[src/rtl/mem_arbiter_pkg.sv]
// Shared types for the memory arbiter: state encoding, pipeline tag, index sizing.
// Latency: n/a (types and constant functions only).
// Backpressure: n/a.
package mem_arb_pkg;

  // Number of bits needed to index n items (minimum 1).
  function automatic int clog2(input int n);
    int r;
    r = 0;
    for (int v = n - 1; v > 0; v = v >> 1) begin
      r++;
    end
    if (r == 0) begin
      r = 1;
    end
    return r;
  endfunction

  typedef enum logic {
    ARB   = 1'b0,
    BURST = 1'b1
  } arb_state_t;

  // Tag index is sized for the largest supported core count (64).
  localparam int TAG_IDX_WID = 6;

  // Command-stage tag travelling alongside the RAM access.
  typedef struct packed {
    logic                   vld;
    logic [TAG_IDX_WID-1:0] idx;
    logic                   rd;
  } tag_t;

endpackage

[src/rtl/mem_arbiter_if.sv]
// Core-side request/grant bus plus the single-port RAM port of the arbiter.
// Latency: n/a (wiring only).
// Backpressure: req held by a core until its gnt; RAM side never stalls.
interface mem_arbiter_if #(
  parameter int CORE_CNT = 16,
  parameter int ADDR_WID = 32,
  parameter int DATA_WID = 32
);
  logic [CORE_CNT-1:0]          req;
  logic [CORE_CNT-1:0]          we;
  logic [CORE_CNT-1:0]          lock;
  logic [CORE_CNT*ADDR_WID-1:0] addr;
  logic [CORE_CNT*DATA_WID-1:0] wdata;
  logic [CORE_CNT-1:0]          gnt;
  logic [CORE_CNT-1:0]          rvalid;
  logic [DATA_WID-1:0]          rdata;
  logic                         mem_en;
  logic                         mem_we;
  logic [ADDR_WID-1:0]          mem_addr;
  logic [DATA_WID-1:0]          mem_wdata;
  logic [DATA_WID-1:0]          mem_rdata;

  // Arbiter side.
  modport slave (
    input  req, we, lock, addr, wdata, mem_rdata,
    output gnt, rvalid, rdata, mem_en, mem_we, mem_addr, mem_wdata
  );

  // Cores plus RAM side.
  modport master (
    output req, we, lock, addr, wdata, mem_rdata,
    input  gnt, rvalid, rdata, mem_en, mem_we, mem_addr, mem_wdata
  );
endinterface

[src/rtl/mem_arbiter_rr_pick.sv]
// Rotating-priority picker: first set req bit searching from ptr+1, wrapping mod N.
// Latency: purely combinational.
// Backpressure: none; any=0 when no request is set.
module rr_pick #(
  parameter int N = 16,
  parameter int W = 4
) (
  input  logic [N-1:0] req,
  input  logic [W-1:0] ptr,
  output logic [N-1:0] gnt,
  output logic [W-1:0] idx,
  output logic         any
);
  logic [W:0] pos;

  // Scan from the farthest offset down so the nearest requester after ptr wins.
  always_comb begin
    gnt = '0;
    idx = '0;
    any = 1'b0;
    pos = '0;
    for (int i = N; i >= 1; i--) begin
      pos = {1'b0, ptr} + (W+1)'(i);
      if (pos >= (W+1)'(N)) begin
        pos = pos - (W+1)'(N);
      end
      if (req[pos[W-1:0]]) begin
        idx = pos[W-1:0];
        any = 1'b1;
      end
    end
    if (any) begin
      gnt = N'(1) << idx;
    end
  end
endmodule

[src/rtl/mem_arbiter.sv]
// Work-conserving round-robin arbiter sharing one single-port RAM, with bounded lock bursts.
// Latency: gnt same cycle as req, RAM command next cycle, rvalid/rdata two cycles after gnt.
// Backpressure: ungranted cores hold req; one grant per cycle, no bubbles, RAM never stalls.
module mem_arbiter
  import mem_arb_pkg::*;
#(
  parameter int CORE_CNT  = 16,
  parameter int IDX_WID   = clog2(CORE_CNT),
  parameter int ADDR_WID  = 32,
  parameter int DATA_WID  = 32,
  parameter int MAX_BURST = 8
) (
  input logic          clk,
  input logic          rst,
  mem_arbiter_if.slave bus
);
  arb_state_t          state, state_nxt;
  logic [IDX_WID-1:0]  ptr;
  logic [7:0]          burst_cnt, burst_nxt;
  logic [CORE_CNT-1:0] pick_gnt, gnt;
  logic [IDX_WID-1:0]  pick_idx, idx;
  logic                pick_any, any;
  logic                owner_hold, others_req;
  tag_t                p1;
  logic                mem_en_q, mem_we_q;
  logic [ADDR_WID-1:0] mem_addr_q;
  logic [DATA_WID-1:0] mem_wdata_q;
  logic [CORE_CNT-1:0] rvalid_q;
  logic [ADDR_WID-1:0] addr_arr  [CORE_CNT];
  logic [DATA_WID-1:0] wdata_arr [CORE_CNT];

  for (genvar g = 0; g < CORE_CNT; g++) begin : g_unpack
    assign addr_arr[g]  = bus.addr[g*ADDR_WID +: ADDR_WID];
    assign wdata_arr[g] = bus.wdata[g*DATA_WID +: DATA_WID];
  end

  // Normal search and burst-exit search share this picker: ptr holds the burst owner.
  rr_pick #(.N(CORE_CNT), .W(IDX_WID)) u_pick (
    .req (bus.req),
    .ptr (ptr),
    .gnt (pick_gnt),
    .idx (pick_idx),
    .any (pick_any)
  );

  // Burst owner keeps the grant unless it drops lock/req or has used its budget while others wait.
  always_comb begin
    others_req = |(bus.req & ~(CORE_CNT'(1) << ptr));
    owner_hold = (state == BURST) && bus.req[ptr] && bus.lock[ptr] &&
                 !((burst_cnt == 8'(MAX_BURST)) && others_req);
  end

  // Grant selection and burst FSM next state.
  always_comb begin
    gnt       = pick_gnt;
    idx       = pick_idx;
    any       = pick_any;
    state_nxt = ARB;
    burst_nxt = '0;
    if (owner_hold) begin
      gnt       = CORE_CNT'(1) << ptr;
      idx       = ptr;
      any       = 1'b1;
      state_nxt = BURST;
      burst_nxt = (burst_cnt == 8'(MAX_BURST)) ? 8'(MAX_BURST) : burst_cnt + 8'd1;
    end else if (pick_any && bus.lock[pick_idx]) begin
      state_nxt = BURST;
      burst_nxt = 8'd1;
    end
    // A grant during reset would be silently dropped, so never show one.
    if (!rst) begin
      gnt = '0;
      any = 1'b0;
    end
  end

  // Arbitration state: FSM, round-robin pointer, burst length.
  always_ff @(posedge clk) begin
    if (!rst) begin
      state     <= ARB;
      ptr       <= IDX_WID'(CORE_CNT - 1);
      burst_cnt <= '0;
    end else begin
      state     <= state_nxt;
      burst_cnt <= burst_nxt;
      if (any) begin
        ptr <= idx;
      end
    end
  end

  // Command stage: register the winner's access; address/data hold when idle.
  always_ff @(posedge clk) begin
    if (!rst) begin
      mem_en_q    <= 1'b0;
      mem_we_q    <= 1'b0;
      mem_addr_q  <= '0;
      mem_wdata_q <= '0;
      p1          <= '0;
    end else begin
      mem_en_q <= any;
      mem_we_q <= any && bus.we[idx];
      p1.vld   <= any;
      p1.idx   <= TAG_IDX_WID'(idx);
      p1.rd    <= !bus.we[idx];
      if (any) begin
        mem_addr_q  <= addr_arr[idx];
        mem_wdata_q <= wdata_arr[idx];
      end
    end
  end

  // Return stage: pulse rvalid for the read whose RAM data appears this cycle.
  always_ff @(posedge clk) begin
    if (!rst) begin
      rvalid_q <= '0;
    end else begin
      rvalid_q <= (p1.vld && p1.rd) ? (CORE_CNT'(1) << p1.idx) : '0;
    end
  end

  assign bus.gnt       = gnt;
  assign bus.rvalid    = rvalid_q;
  assign bus.rdata     = bus.mem_rdata;
  assign bus.mem_en    = mem_en_q;
  assign bus.mem_we    = mem_we_q;
  assign bus.mem_addr  = mem_addr_q;
  assign bus.mem_wdata = mem_wdata_q;
endmodule

[src/flat_wrapper.sv]
// flat-port wrapper written by rule: the top's interface ports become plain ports
module mem_arbiter_flat import mem_arb_pkg::*;
#(
  parameter int CORE_CNT  = 16,
  parameter int IDX_WID   = clog2(CORE_CNT),
  parameter int ADDR_WID  = 32,
  parameter int DATA_WID  = 32,
  parameter int MAX_BURST = 8
)
  (clk, rst, bus_req, bus_we, bus_lock, bus_addr, bus_wdata, bus_mem_rdata, bus_gnt, bus_rvalid, bus_rdata, bus_mem_en, bus_mem_we, bus_mem_addr, bus_mem_wdata);
  mem_arbiter_if #(.CORE_CNT(CORE_CNT), .ADDR_WID(ADDR_WID), .DATA_WID(DATA_WID)) bus_i ();
  input logic clk;
  input logic rst;
  input wire logic [$bits(bus_i.req)-1:0] bus_req;
  input wire logic [$bits(bus_i.we)-1:0] bus_we;
  input wire logic [$bits(bus_i.lock)-1:0] bus_lock;
  input wire logic [$bits(bus_i.addr)-1:0] bus_addr;
  input wire logic [$bits(bus_i.wdata)-1:0] bus_wdata;
  input wire logic [$bits(bus_i.mem_rdata)-1:0] bus_mem_rdata;
  output wire logic [$bits(bus_i.gnt)-1:0] bus_gnt;
  output wire logic [$bits(bus_i.rvalid)-1:0] bus_rvalid;
  output wire logic [$bits(bus_i.rdata)-1:0] bus_rdata;
  output wire logic [$bits(bus_i.mem_en)-1:0] bus_mem_en;
  output wire logic [$bits(bus_i.mem_we)-1:0] bus_mem_we;
  output wire logic [$bits(bus_i.mem_addr)-1:0] bus_mem_addr;
  output wire logic [$bits(bus_i.mem_wdata)-1:0] bus_mem_wdata;
  assign bus_i.req = bus_req;
  assign bus_i.we = bus_we;
  assign bus_i.lock = bus_lock;
  assign bus_i.addr = bus_addr;
  assign bus_i.wdata = bus_wdata;
  assign bus_i.mem_rdata = bus_mem_rdata;
  assign bus_gnt = bus_i.gnt;
  assign bus_rvalid = bus_i.rvalid;
  assign bus_rdata = bus_i.rdata;
  assign bus_mem_en = bus_i.mem_en;
  assign bus_mem_we = bus_i.mem_we;
  assign bus_mem_addr = bus_i.mem_addr;
  assign bus_mem_wdata = bus_i.mem_wdata;
  mem_arbiter #(.CORE_CNT(CORE_CNT), .IDX_WID(IDX_WID), .ADDR_WID(ADDR_WID), .DATA_WID(DATA_WID), .MAX_BURST(MAX_BURST)) u_core (.clk(clk), .rst(rst), .bus(bus_i));
endmodule
[config.mk]
export PLATFORM = sky130hd
export DESIGN_NAME = mem_arbiter_flat
export DESIGN_NICKNAME = d
export VERILOG_FILES = /design/src/rtl/mem_arbiter_pkg.sv /design/src/rtl/mem_arbiter_if.sv /design/src/rtl/mem_arbiter_rr_pick.sv /design/src/rtl/mem_arbiter.sv /design/src/flat_wrapper.sv
export SDC_FILE = /design/constraint.sdc
export NUM_CORES = 1
export LEC_CHECK = 0
export ABC_AREA = 1
export CORE_AREA = 4 4 478 480
export CTS_CLUSTER_SIZE = 25
export DETAILED_ROUTE_END_ITERATION = 8
export DIE_AREA = 0 0 482 484
export GPL_TIMING_DRIVEN = 0
export PLACE_DENSITY = 0.38
export SLEW_MARGIN = 10
export SYNTH_ARGS = -nofsm -noshare
export SYNTH_HDL_FRONTEND = slang
export SYNTH_HIERARCHICAL = 1
export SYNTH_SLANG_ARGS = --single-unit
[constraint.sdc]
create_clock -name clk -period 5.5 [get_ports clk]
set_input_delay 1.65 -clock clk [delete_from_list [all_inputs] [get_ports clk]]
set_output_delay 1.65 -clock clk [all_outputs]
set_load 0.01 [all_outputs]
==> results of run 1 <==
-- logic make-up (layout without fill, tap and decap cells) --
logic type,after synthesis,in the layout,synth area share [%]
buf+inv,1187,2443,25.5
fa+ha+maj,9,9,0.583
other cells,0,21,0
flops,100,100,10.4
simple gates,2633,2633,57.7
xor+xnor,9,9,0.486
compound gates,179,179,5.39
-- layout by cell type (no fill, tap or decap), types with 19 or more instances in the layout --
master,netlist,layout
a21oi_1,52,49
buf_12,0,19
buf_2,168,91
buf_4,45,105
buf_6,11,37
clkbuf_1,50,24
clkbuf_2,0,21
clkbuf_4,0,36
clkdlybuf4s50_1,0,1171
dfxtp_1,100,97
diode_2,0,21
inv_1,889,887
nand2_1,1592,1517
nand2_2,10,36
nand2_4,4,46
nand3_1,920,812
nand3_2,1,81
nand3_4,0,28
nor2_1,80,72
o211ai_1,24,24
o21ai_0,64,49
o21ai_1,18,27
-- timing repair --
item,4_1_cts,5_1_grt
pin swaps,60,32
setup endpoints to repair,92,79
gates resized for setup,564,202
setup buffers,22,14
endpoints found under the hold margin,0,0
-- sequential cells by signal, summed over array words and instances (netlist names) --
register and flops:
u_core/burst_cnt 8, u_core/bus.mem_addr 32, u_core/bus.mem_en 1, u_core/bus.mem_wdata 32
u_core/bus.mem_we 1, u_core/bus.rvalid 16, u_core/p1 5, u_core/ptr 4
u_core/state 1
-- worst max-delay path by stage --
stage | start | to | slack [ns] | depth (start not counted)
floorplan | bus_req[5] | bus_gnt[10] | 0.22 | 25
global placement | bus_req[12] | u_core/bus.mem_wdata[8] | -3.18 | 29
detailed placement | bus_req[12] | u_core/bus.mem_wdata[28] | -2.75 | 34
CTS | bus_req[2] | bus_gnt[14] | -0.33 | 27
global route | bus_req[12] | bus_gnt[9] | -0.56 | 27
finish | bus_req[4] | bus_gnt[3] | -0.34 | 28
-- layout make-up --
class	instances	area [µm²]
fill	26491	186000
multi-input combinational	2830	13800
timing repair buffer	1241	12500
tap	2992	3740
inverter	905	3420
buffer	281	2050
sequential	100	2010
clock buffer	10	229
clock inverter	6	56.3
antenna	21	52.6
-- per-stage QoR --
stage,TNS [ns],hold WS (ns)
after CTS,-3.74,0.462
after global routing,-7.56,0.471
after floorplan,0,0.458
final,-3.53,0.459
after global placement,-182.89,0.439
after detailed placement,-162.37,0.444
-- layer usage --
layer	part of all wire [%]	global-route usage (%)	vias to the layer above
met5	0.10	0	-
met4	2.7	4.81	38
met3	6.7	4.29	199
met2	51	38.1	1382
met1	39	23.3	14877
li1	-	-	14928
-- worst register-to-register path: cells and delay by family, from the launching register on --
kind            cells  cell delay [ns]
simple gates       25             2.31
buf+inv             9             1.59
compound gates      2             0.58
flops               1             0.40
fa+ha+maj           1             0.30
==> implementation parameters, run 1 <==
Parameter                              Value

Global route
  Vias in the first global route    around 32000
  Number of antenna violations at the first check in global routing    90
  Overall fraction of global-route tracks in use    about a fifth
  Maximum number of pins on one net before global-route repair    19
  Leftover overflow at the end of global routing    0
  Global-route wire length before repair    313000 µm

Logic synthesis
  Share of the synthesized area in the top cell type    30.9%
  Most used standard cell by instance count after synthesis    nand2_1
  Leading area contributor after synthesis    nand2_1
  Share of the yosys chip area belonging to registers    around a tenth
  Seq cells post-synth    100
  Synthesis warning total    6
  Number of enable-type register cells in the synthesized netlist    0
  Syn_area_per_cell    between 4 and 5 µm²
  Post-synthesis net count    around 5200
  Syn Inst Count    ~4100
  Synth Cell Area    between 15000 and 20000 µm²
  Top post-synthesis cells by count    1592 x nand2_1, 920 x nand3_1, 889 x inv_1
  Proportion of register bits with asynchronous set or reset after synthesis    0%
  Main flop type after synthesis    dfxtp_1
  Main area contributors after synthesis    nand2_1 31%, nand3_1 24%, inv_1 17%
  Number of distinct standard cells referenced by the synthesized netlist    43

Place
  Port-buffer cells    between 1000 and 1500
  Minimum setup slack after placement    -2.75 ns
  Count of placed standard cells including taps    8314
  Global placer's final weighted congestion    around 0.89
  Post-DP Area    approximately 35000 µm²
  Placed wire-length estimate after detailed placement    213000 µm

Clocking
  Buffer depth of the longest clock path    2
  Clock slew at the register clock pins of the worst setup and hold paths    approximately 0.11 ns
  Max H-tree Level    3
  Inserted Clock Buffers    9
  Clock latency reported for the late side of the worst-skew pair    roughly 0.47 ns
  TritonCTS clock tree    yes
  Root buffer selected by CTS    clkbuf_16
  Sink count of the clock tree    100
  Post-CTS Hold Buffers    0

Setup path
  Number of buffer and inverter stages on the critical path    3
  R2R Path Start    u_core/ptr[0]
  Type of destination of the critical path    output port
  Sort of element at the start of the critical path    input port
  Largest stage delay, worst path    0.21 ns
  Worst path most repeated cell    nand2_1
  Critical path class    input port to output port
  WP data required    3.85 ns
  Kind of cell adding the most delay to the critical path    simple AND/OR/NAND/NOR gates
  Critical path arrival    4.19 ns
  Maximum fanout encountered on the critical timing path    5
  Worst reg2reg setup slack    around 0.29 ns
  Reg-to-Reg End    u_core/bus.mem_addr[2]
  Cell at the slowest stage of the critical path    nor3_2
  Depth of the worst register-to-register path    37

Timing
  Clock Skew    around 0.044 ns
  Minimum clock period    slightly below 6 ns
  Final Hold Vio Count    0
  Fraction of the cycle the final worst path needs    106%
  Final count of pins violating max slew    0
  Max transition margin    between 20% and 30%
  Measured slew at the worst slew-check pin    1.10 ns
  Worst Slack Setup Final    -0.342 ns
  Setup-failing EPs final    16
  RSZ-0062 raised after global routing    true
  Achievable frequency    ~170 MHz

Route
  WL final    roughly 250000 µm
  Antenna-violating nets left    0
  Vias/cell    3.75
  Post-detailed-route DRC marker count    0
  Number of detailed-routing iterations run before antenna repair    6
  Average routed wire per standard cell    29.6 µm
  Iteration-0 DRC Markers    2030
  Vias after detailed routing    between 30000 and 40000

Worst hold path
  Startpoint of the tightest hold check path    u_core/bus.mem_addr[11]
  Hold Path End    u_core/bus.mem_addr[11]
  Number of cells on the worst hold path    2
  Class of the tightest hold or removal check    flop to flop

Floorplanning
  Total Die Area    approximately 230000 µm²
  Effective utilization at floorplan    between 8 and 9%
  Die span in y    484 µm
  Number of I/O pins    about 1200
  Std-Cell Core Area    224000 µm²
  Die outline width    about 480 µm
  Std cell rows    roughly 170

Job
  Number of max-cap violations    0

Cells and area
  Fraction of layout instances using a drive strength above 1    around 11%
  Net total in the final layout    around 6500
  Synth-to-layout area growth    95.8%
  Post-route core utilization    16.9%
  Final Instance Area    roughly 38000 µm²
  Non-Filler Instances    around 8400

Status
  Violations in the final reports    negative setup slack
  Run status    finished, violations left
Power of run 1 is left out: the tool's default activity adds up to more than one toggle a clock period on the data nets, which glitch-free logic cannot reach.
==> inputs of run 2 (changes only) <==
==> constraint.sdc (replaced) <==
create_clock -name clk -period 5.4 [get_ports clk]
set_input_delay 1.62 -clock clk [delete_from_list [all_inputs] [get_ports clk]]
set_output_delay 1.62 -clock clk [all_outputs]
set_load 0.01 [all_outputs]
==> run 2 against run 1 <==
  * Hold slack got worse by 0.0025 ns
  * Highest routed layer unchanged
  * Final cell count rose by 0.12%
  * Sequential share of layout area barely moved
  * Largest cell class unchanged
  * The flow still finishes with violations (negative setup slack)
  * Routed wire length rose by 0.21%
  * Clock skew rose by 0.0013 ns
  * Non-clock buffer count rose by 14
  * Critical path type unchanged
==> implementation parameters, run 2 (synthesis gave the netlist of run 1 again) <==
Parameter                              Value

Clocking
  Buffer depth of the longest clock path    2 (unchanged)
  Clock latency reported for the late side of the worst-skew pair    0.48 ns (about the same)
  Root buffer selected by CTS    clkbuf_16
  Max H-tree Level    3 (unchanged)
  TritonCTS clock tree    yes
  Clock slew at the register clock pins of the worst setup and hold paths    0.10 ns (about the same)
  Inserted Clock Buffers    9 (unchanged)
  Sink count of the clock tree    100 (unchanged)

Global route
  Overall fraction of global-route tracks in use    20.4% (about the same)
  Maximum number of pins on one net before global-route repair    19 (unchanged)
  Vias in the first global route    32331 (-0.062%)
  Leftover overflow at the end of global routing    0 (unchanged)
  Global-route wire length before repair    313000 µm (about the same)
  Number of antenna violations at the first check in global routing    89 (-1.1%)

Setup path
  CP Cell Sequence    buf_6 > nand2_4 > nand3_2 > nand3_1 > nand2_2 > nand2_1 > nand2_2 > inv_1 > a31oi_1 > nand3b_1 > nand2_1 > nand2_1 > nand2_1 > nand2_1 > nand2_1 > nand2_1 > nand2_2 > nand2_4 > nand2_8 > nand3_4 > nor3_2 > nand3_1 > o21ai_4 > buf_6
  Kind of cell adding the most delay to the critical path    simple AND/OR/NAND/NOR gates
  Worst path most repeated cell    nand2_1
  Crit path depth    24 (-14%)
  Critical path arrival    4.16 ns (-0.03 ns)
  Critical path class    input port to output port
  WP data required    3.78 ns (-0.07 ns)
  Cell at the slowest stage of the critical path    nor3_2
  Largest stage delay, worst path    0.20 ns (about the same)
  Maximum fanout encountered on the critical timing path    5 (unchanged)
  Sort of element at the start of the critical path    input port
  Depth of the worst register-to-register path    39 (+5.4%)
  Number of buffer and inverter stages on the critical path    3 (unchanged)
  Type of destination of the critical path    output port

Cells and area
  Net total in the final layout    6497 (+0.22%)
  Fraction of layout instances using a drive strength above 1    11.7% (+0.62 points)
  Most frequent standard cell in the layout excluding fill and tap cells    nand2_1
  Synth-to-layout area growth    97.0%
  Commonest cells after routing, fill and taps aside    1513 x nand2_1, 1171 x clkdlybuf4s50_1, 885 x inv_1

Floorplanning
  Number of I/O pins    1236 (unchanged)
  Total Die Area    233000 µm² (unchanged)
  Std cell rows    174 (unchanged)
  Effective utilization at floorplan    8.62% (unchanged)
  Die outline width    482 µm (unchanged)
  Std-Cell Core Area    224000 µm² (unchanged)
  Die span in y    484 µm (unchanged)

Place
  Port-buffer cells    1203 (unchanged)
  Placed wire-length estimate after detailed placement    213000 µm (unchanged)
  Global placer's final weighted congestion    0.891 (unchanged)

Route
  Iteration-0 DRC Markers    2027 (-0.15%)
  WL final    249000 µm (+0.21%)
  Post-detailed-route DRC marker count    0 (unchanged)
  Number of detailed-routing iterations run before antenna repair    6 (unchanged)
  Vias/cell    3.77 (+0.55%)
  Average routed wire per standard cell    29.6 µm (about the same)
  Vias after detailed routing    31633 (+0.67%)
  Antenna-violating nets left    0 (unchanged)

Timing
  Max transition margin    28.8% (+1.9 points)
  Minimum clock period    5.78 ns
  RSZ-0062 raised after global routing    true
  Worst Slack Setup Final    -0.382 ns (-0.0404 ns)
  Measured slew at the worst slew-check pin    1.07 ns (-0.0279 ns)
  Setup-failing EPs final    16 (unchanged)
  Fraction of the cycle the final worst path needs    107%
  Final Hold Slack    0.457 ns (-0.00253 ns)
  Final Hold Vio Count    0 (unchanged)
  Achievable frequency    between 150 and 200 MHz
  Clock Skew    0.0453 ns (+0.00131 ns)
  Final count of pins violating max slew    0 (unchanged)

Status
  Violations in the final reports    negative setup slack
  Run status    finished, violations left

Worst hold path
  Class of the tightest hold or removal check    flop to flop
  Number of cells on the worst hold path    2 (unchanged)

Job
  Number of max-cap violations    0 (unchanged)
==> run 2: layout make-up <==
class / instances / area, µm²
Fill cell: 26479 / 186000
Multi-Input combinational cell: 2830 / 13800
Timing Repair Buffer: 1255 / 12600
Tap cell: 2992 / 3740
Inverter: 905 / 3420
Buffer: 281 / 2100
Sequential cell: 100 / 2010
Clock buffer: 10 / 229
Clock inverter: 6 / 56.3
Antenna cell: 17 / 42.5
==> run 2: per-layer routing <==
metal	wire length, µm	global-route usage [%]	vias to the layer above
li1	-	-	14950
met1	97300	23.3	14978
met2	127000	38.1	1451
met3	16800	4.33	212
met4	6930	4.90	42
met5	260	0	-
==> run 2: worst register-to-register path, delay by kind of cell, from the launching register on <==
family,cells,cell delay [ns]
buffers and inverters,9,1.56
AOI/OAI and AO/OA,1,0.20
and+or+nand+nor,28,2.62
DFF,1,0.39
adders and majority gates,1,0.30
==> run 2: what timing repair did <==
item                                    4_1_cts  5_1_grt
gates resized for setup                     584      218
cloned                                        0        0
setup buffers                                27       23
endpoints found under the setup margin       92       83
hold buffers                                  0        0
pin swaps                                    70       50
==> run 2: through the flow <==
step	std cells	worst slack (ns)	util (%)	cell area, µm²	setup TNS [ns]
final	8396	-0.382	17.0	38100	-4.43
after global routing	8379	-0.562	17.0	38000	-7.95
after detailed placement	8314	-2.82	15.7	35200	-168.33
after CTS	8356	-0.376	16.5	37100	-4.54
after global placement	8312	-3.25	15.7	35100	-188.85
after floorplan	4117	0.177	-	19300	0
==> run 2: path summary, 6_finish.rpt <==
path	startpoint	endpoint	slack (ns)
worst min register to register	u_core/bus.mem_addr[13]	u_core/bus.mem_addr[13]	0.46
worst max register to register	u_core/ptr[0]	u_core/bus.mem_addr[30]	0.28
worst max-delay path	bus_req[9]	bus_gnt[3]	-0.38
worst min-delay path	u_core/bus.mem_addr[13]	u_core/bus.mem_addr[13]	0.46
Power of run 2 is left out for the same reason.
==> inputs of run 3 (changes only) <==
--- a/config.mk
+++ b/config.mk
@@ -6,12 +6,14 @@
 export NUM_CORES = 1
 export LEC_CHECK = 0
 export ABC_AREA = 1
-export CORE_AREA = 4 4 478 480
+export CELL_PAD_IN_SITES_DETAIL_PLACEMENT = 0
+export CELL_PAD_IN_SITES_GLOBAL_PLACEMENT = 1
+export CORE_AREA = 4 4 481 483
 export CTS_CLUSTER_SIZE = 25
 export DETAILED_ROUTE_END_ITERATION = 8
-export DIE_AREA = 0 0 482 484
+export DIE_AREA = 0 0 485 487
 export GPL_TIMING_DRIVEN = 0
-export PLACE_DENSITY = 0.38
+export PLACE_DENSITY = 0.49
 export SLEW_MARGIN = 10
 export SYNTH_ARGS = -nofsm -noshare
 export SYNTH_HDL_FRONTEND = slang
==> run 3 against run 2 <==
  * The flow still finishes with violations (negative setup slack)
  * Via count is 0.96% higher
  * Utilization is 0.23 points lower
  * Setup slack got worse by 0.014 ns
  * Critical path type unchanged
  * Hold slack about the same
  * Final area fell by 0.24%
  * Flip-flop and latch count unchanged
  * Clock skew decreased by 0.013 ns
==> implementation parameters, run 3 (synthesis gave the netlist of run 1 again) <==
Parameter                              Value

Setup path
  CP Cell Sequence    buf_12 > nand2_2 > nand3_2 > nand3_1 > nand2_2 > nand2_1 > nand2_2 > inv_1 > a31oi_1 > nand3b_1 > nand2_1 > nand2_1 > nand2_1 > nand2_1 > nand2_1 > nand2_1 > nand2_1 > nand2_2 > nand2_8 > nand3_4 > nor3_4 > o21ai_2 > a21oi_2 > buf_4
  Type of destination of the critical path    output port
  Crit path depth    24 (unchanged)
  Critical path class    input port to output port
  R2R Path Start    u_core/ptr[0]
  Maximum fanout encountered on the critical timing path    5 (unchanged)
  Cell at the slowest stage of the critical path    nor3_4
  Reg-to-Reg End    u_core/bus.mem_addr[24]
  Depth of the worst register-to-register path    40 (+2.6%)
  WP data required    3.78 ns (about the same)
  Critical path arrival    4.18 ns (+0.02 ns)
  Largest stage delay, worst path    0.21 ns (about the same)
  Sort of element at the start of the critical path    input port
  Worst path most repeated cell    nand2_1
  Critical path destination    bus_gnt[15]
  Worst reg2reg setup slack    0.25 ns (-0.03 ns)
  Startpoint of the most critical setup path    bus_req[3]
  Number of buffer and inverter stages on the critical path    3 (unchanged)
  Kind of cell adding the most delay to the critical path    simple AND/OR/NAND/NOR gates

Global route
  GR Util met3    5.83% (+1.5 points)
  Maximum number of pins on one net before global-route repair    22 (+3)
  Vias in the first global route    32435 (+0.32%)
  Global-route wire length before repair    318000 µm (+1.4%)
  Overall fraction of global-route tracks in use    20.3% (-0.094 points)
  Leftover overflow at the end of global routing    0 (unchanged)
  Most heavily used metal layer in global routing    met2
  Met2 demand-to-capacity share in global routing    36.2% (-1.8 points)
  Number of antenna violations at the first check in global routing    134 (+51%)
  Met1 usage in global routing    23.7% (+0.39 points)

Floorplanning
  Effective utilization at floorplan    8.52% (-0.099 points)
  Std cell rows    175 (+0.57%)
  Number of I/O pins    1236 (unchanged)
  Die span in y    487 µm (+0.62%)
  Die outline width    485 µm (+0.62%)
  Std-Cell Core Area    227000 µm² (+1.2%)
  Total Die Area    236000 µm² (+1.2%)

Timing
  Setup-failing EPs final    16 (unchanged)
  Clock Skew    0.0320 ns (-0.0133 ns)
  RSZ-0062 raised after global routing    true
  Final Hold Slack    0.457 ns (+0.000437 ns)
  Measured slew at the worst slew-check pin    1.14 ns (+0.0723 ns)
  Worst Slack Setup Final    -0.396 ns (-0.0142 ns)
  Max transition margin    24.0% (-4.8 points)
  Fraction of the cycle the final worst path needs    107% (+0.26 points)
  Final Hold Vio Count    0 (unchanged)
  Minimum clock period    5.80 ns (+0.0142 ns)
  Final count of pins violating max slew    0 (unchanged)
  Achievable frequency    173 MHz (-0.24%)
  Sum Neg Setup Slack    -5.01 ns (-0.573 ns)

Cells and area
  Non-Filler Instances    8433 (+0.44%)
  Commonest cells after routing, fill and taps aside    1518 x nand2_1, 1171 x clkdlybuf4s50_1, 883 x inv_1
  Net total in the final layout    6489 (-0.12%)
  Total of fill cells in the finished design    26863 (+1.5%)
  Most frequent standard cell in the layout excluding fill and tap cells    nand2_1
  Fraction of layout instances using a drive strength above 1    11.2% (-0.48 points)
  Synth-to-layout area growth    96.5%

Place
  Placed wire-length estimate after detailed placement    214000 µm (+0.34%)
  Global placer's final weighted congestion    0.925 (+3.9%)
  Minimum setup slack after placement    -2.73 ns (+0.0869 ns)
  Port-buffer cells    1203 (unchanged)
  Count of placed standard cells including taps    8332 (+0.22%)

Worst hold path
  Class of the tightest hold or removal check    flop to flop

Clocking
  Inserted Clock Buffers    9 (unchanged)
  Clock slew at the register clock pins of the worst setup and hold paths    0.09 ns (about the same)
  Sink count of the clock tree    100 (unchanged)
  Root buffer selected by CTS    clkbuf_16
  TritonCTS clock tree    yes
  Max H-tree Level    3 (unchanged)
  Clock latency reported for the late side of the worst-skew pair    0.47 ns (about the same)
  Buffer depth of the longest clock path    2 (unchanged)
  Post-CTS Hold Buffers    0 (unchanged)

Route
  Vias/cell    3.79 (+0.52%)
  WL final    249000 µm (+0.12%)
  Antenna-violating nets left    0 (unchanged)
  Iteration-0 DRC Markers    2196 (+8.3%)
  Average routed wire per standard cell    29.5 µm (-0.32%)
  Post-detailed-route DRC marker count    0 (unchanged)
  Vias after detailed routing    31938 (+0.96%)
  Number of detailed-routing iterations run before antenna repair    5 (-1)

Job
  Number of max-cap violations    0 (unchanged)

Status
  Violations in the final reports    negative setup slack
  Run status    finished, violations left
==> run 3: stage by stage <==
| stage | instance area (µm²) | utilization [%] |
|---|---|---|
| 2_1_floorplan | 19300 | - |
| 3_3_place_gp | 35100 | 15.5 |
| 3_5_place_dp | 35200 | 15.5 |
| 4_1_cts | 37200 | 16.4 |
| 5_1_grt | 37900 | 16.7 |
| 6_report | 38000 | 16.7 |
==> run 3: repair_timing <==
action	CTS	global route
pin swaps	74	44
resized for setup	574	178
endpoints found under the setup margin	91	79
setup buffers	29	15
==> run 3: worst min path at each step <==
stage | cells after the start | startpoint | to | slack (ns)
finish | 2 | u_core/bus.mem_wdata[4] | u_core/bus.mem_wdata[4] | 0.46
floorplan | 2 | u_core/burst_cnt[3] | u_core/burst_cnt[3] | 0.46
global placement | 2 | u_core/bus.mem_addr[0] | u_core/bus.mem_addr[0] | 0.44
CTS | 2 | u_core/bus.mem_addr[26] | u_core/bus.mem_addr[26] | 0.46
detailed placement | 2 | u_core/bus.mem_wdata[29] | u_core/bus.mem_wdata[29] | 0.44
global route | 2 | u_core/bus.mem_wdata[20] | u_core/bus.mem_wdata[20] | 0.47
==> run 3: worst reg2reg max path: cells and delay by family, from the launching register on <==
family | cells | cell delay [ns]
simple gates | 28 | 2.68
buf+inv | 10 | 1.50
flops | 1 | 0.40
fa+ha+maj | 1 | 0.30
compound gates | 1 | 0.17
==> run 3: area by class of cell <==
cell class | count | area (µm²) | share of cell area (%)
Timing Repair Buffer | 1250 | 12600 | 33.1
Clock buffer | 9 | 225 | 0.593
Clock inverter | 7 | 91.3 | 0.241
Antenna cell | 45 | 113 | 0.297
Multi-Input combinational cell | 2830 | 13700 | 36.0
Tap cell | 3009 | 3760 | 9.91
Sequential cell | 100 | 2010 | 5.30
Inverter | 905 | 3430 | 9.02
Buffer | 278 | 2100 | 5.53
==> run 3: routing by layer <==
layer,routed length [µm],up-vias
met5,372,-
met4,6160,58
met3,19200,250
met2,123000,1505
met1,100000,15165
li1,-,14960
Power of run 3 is left out for the same reason.
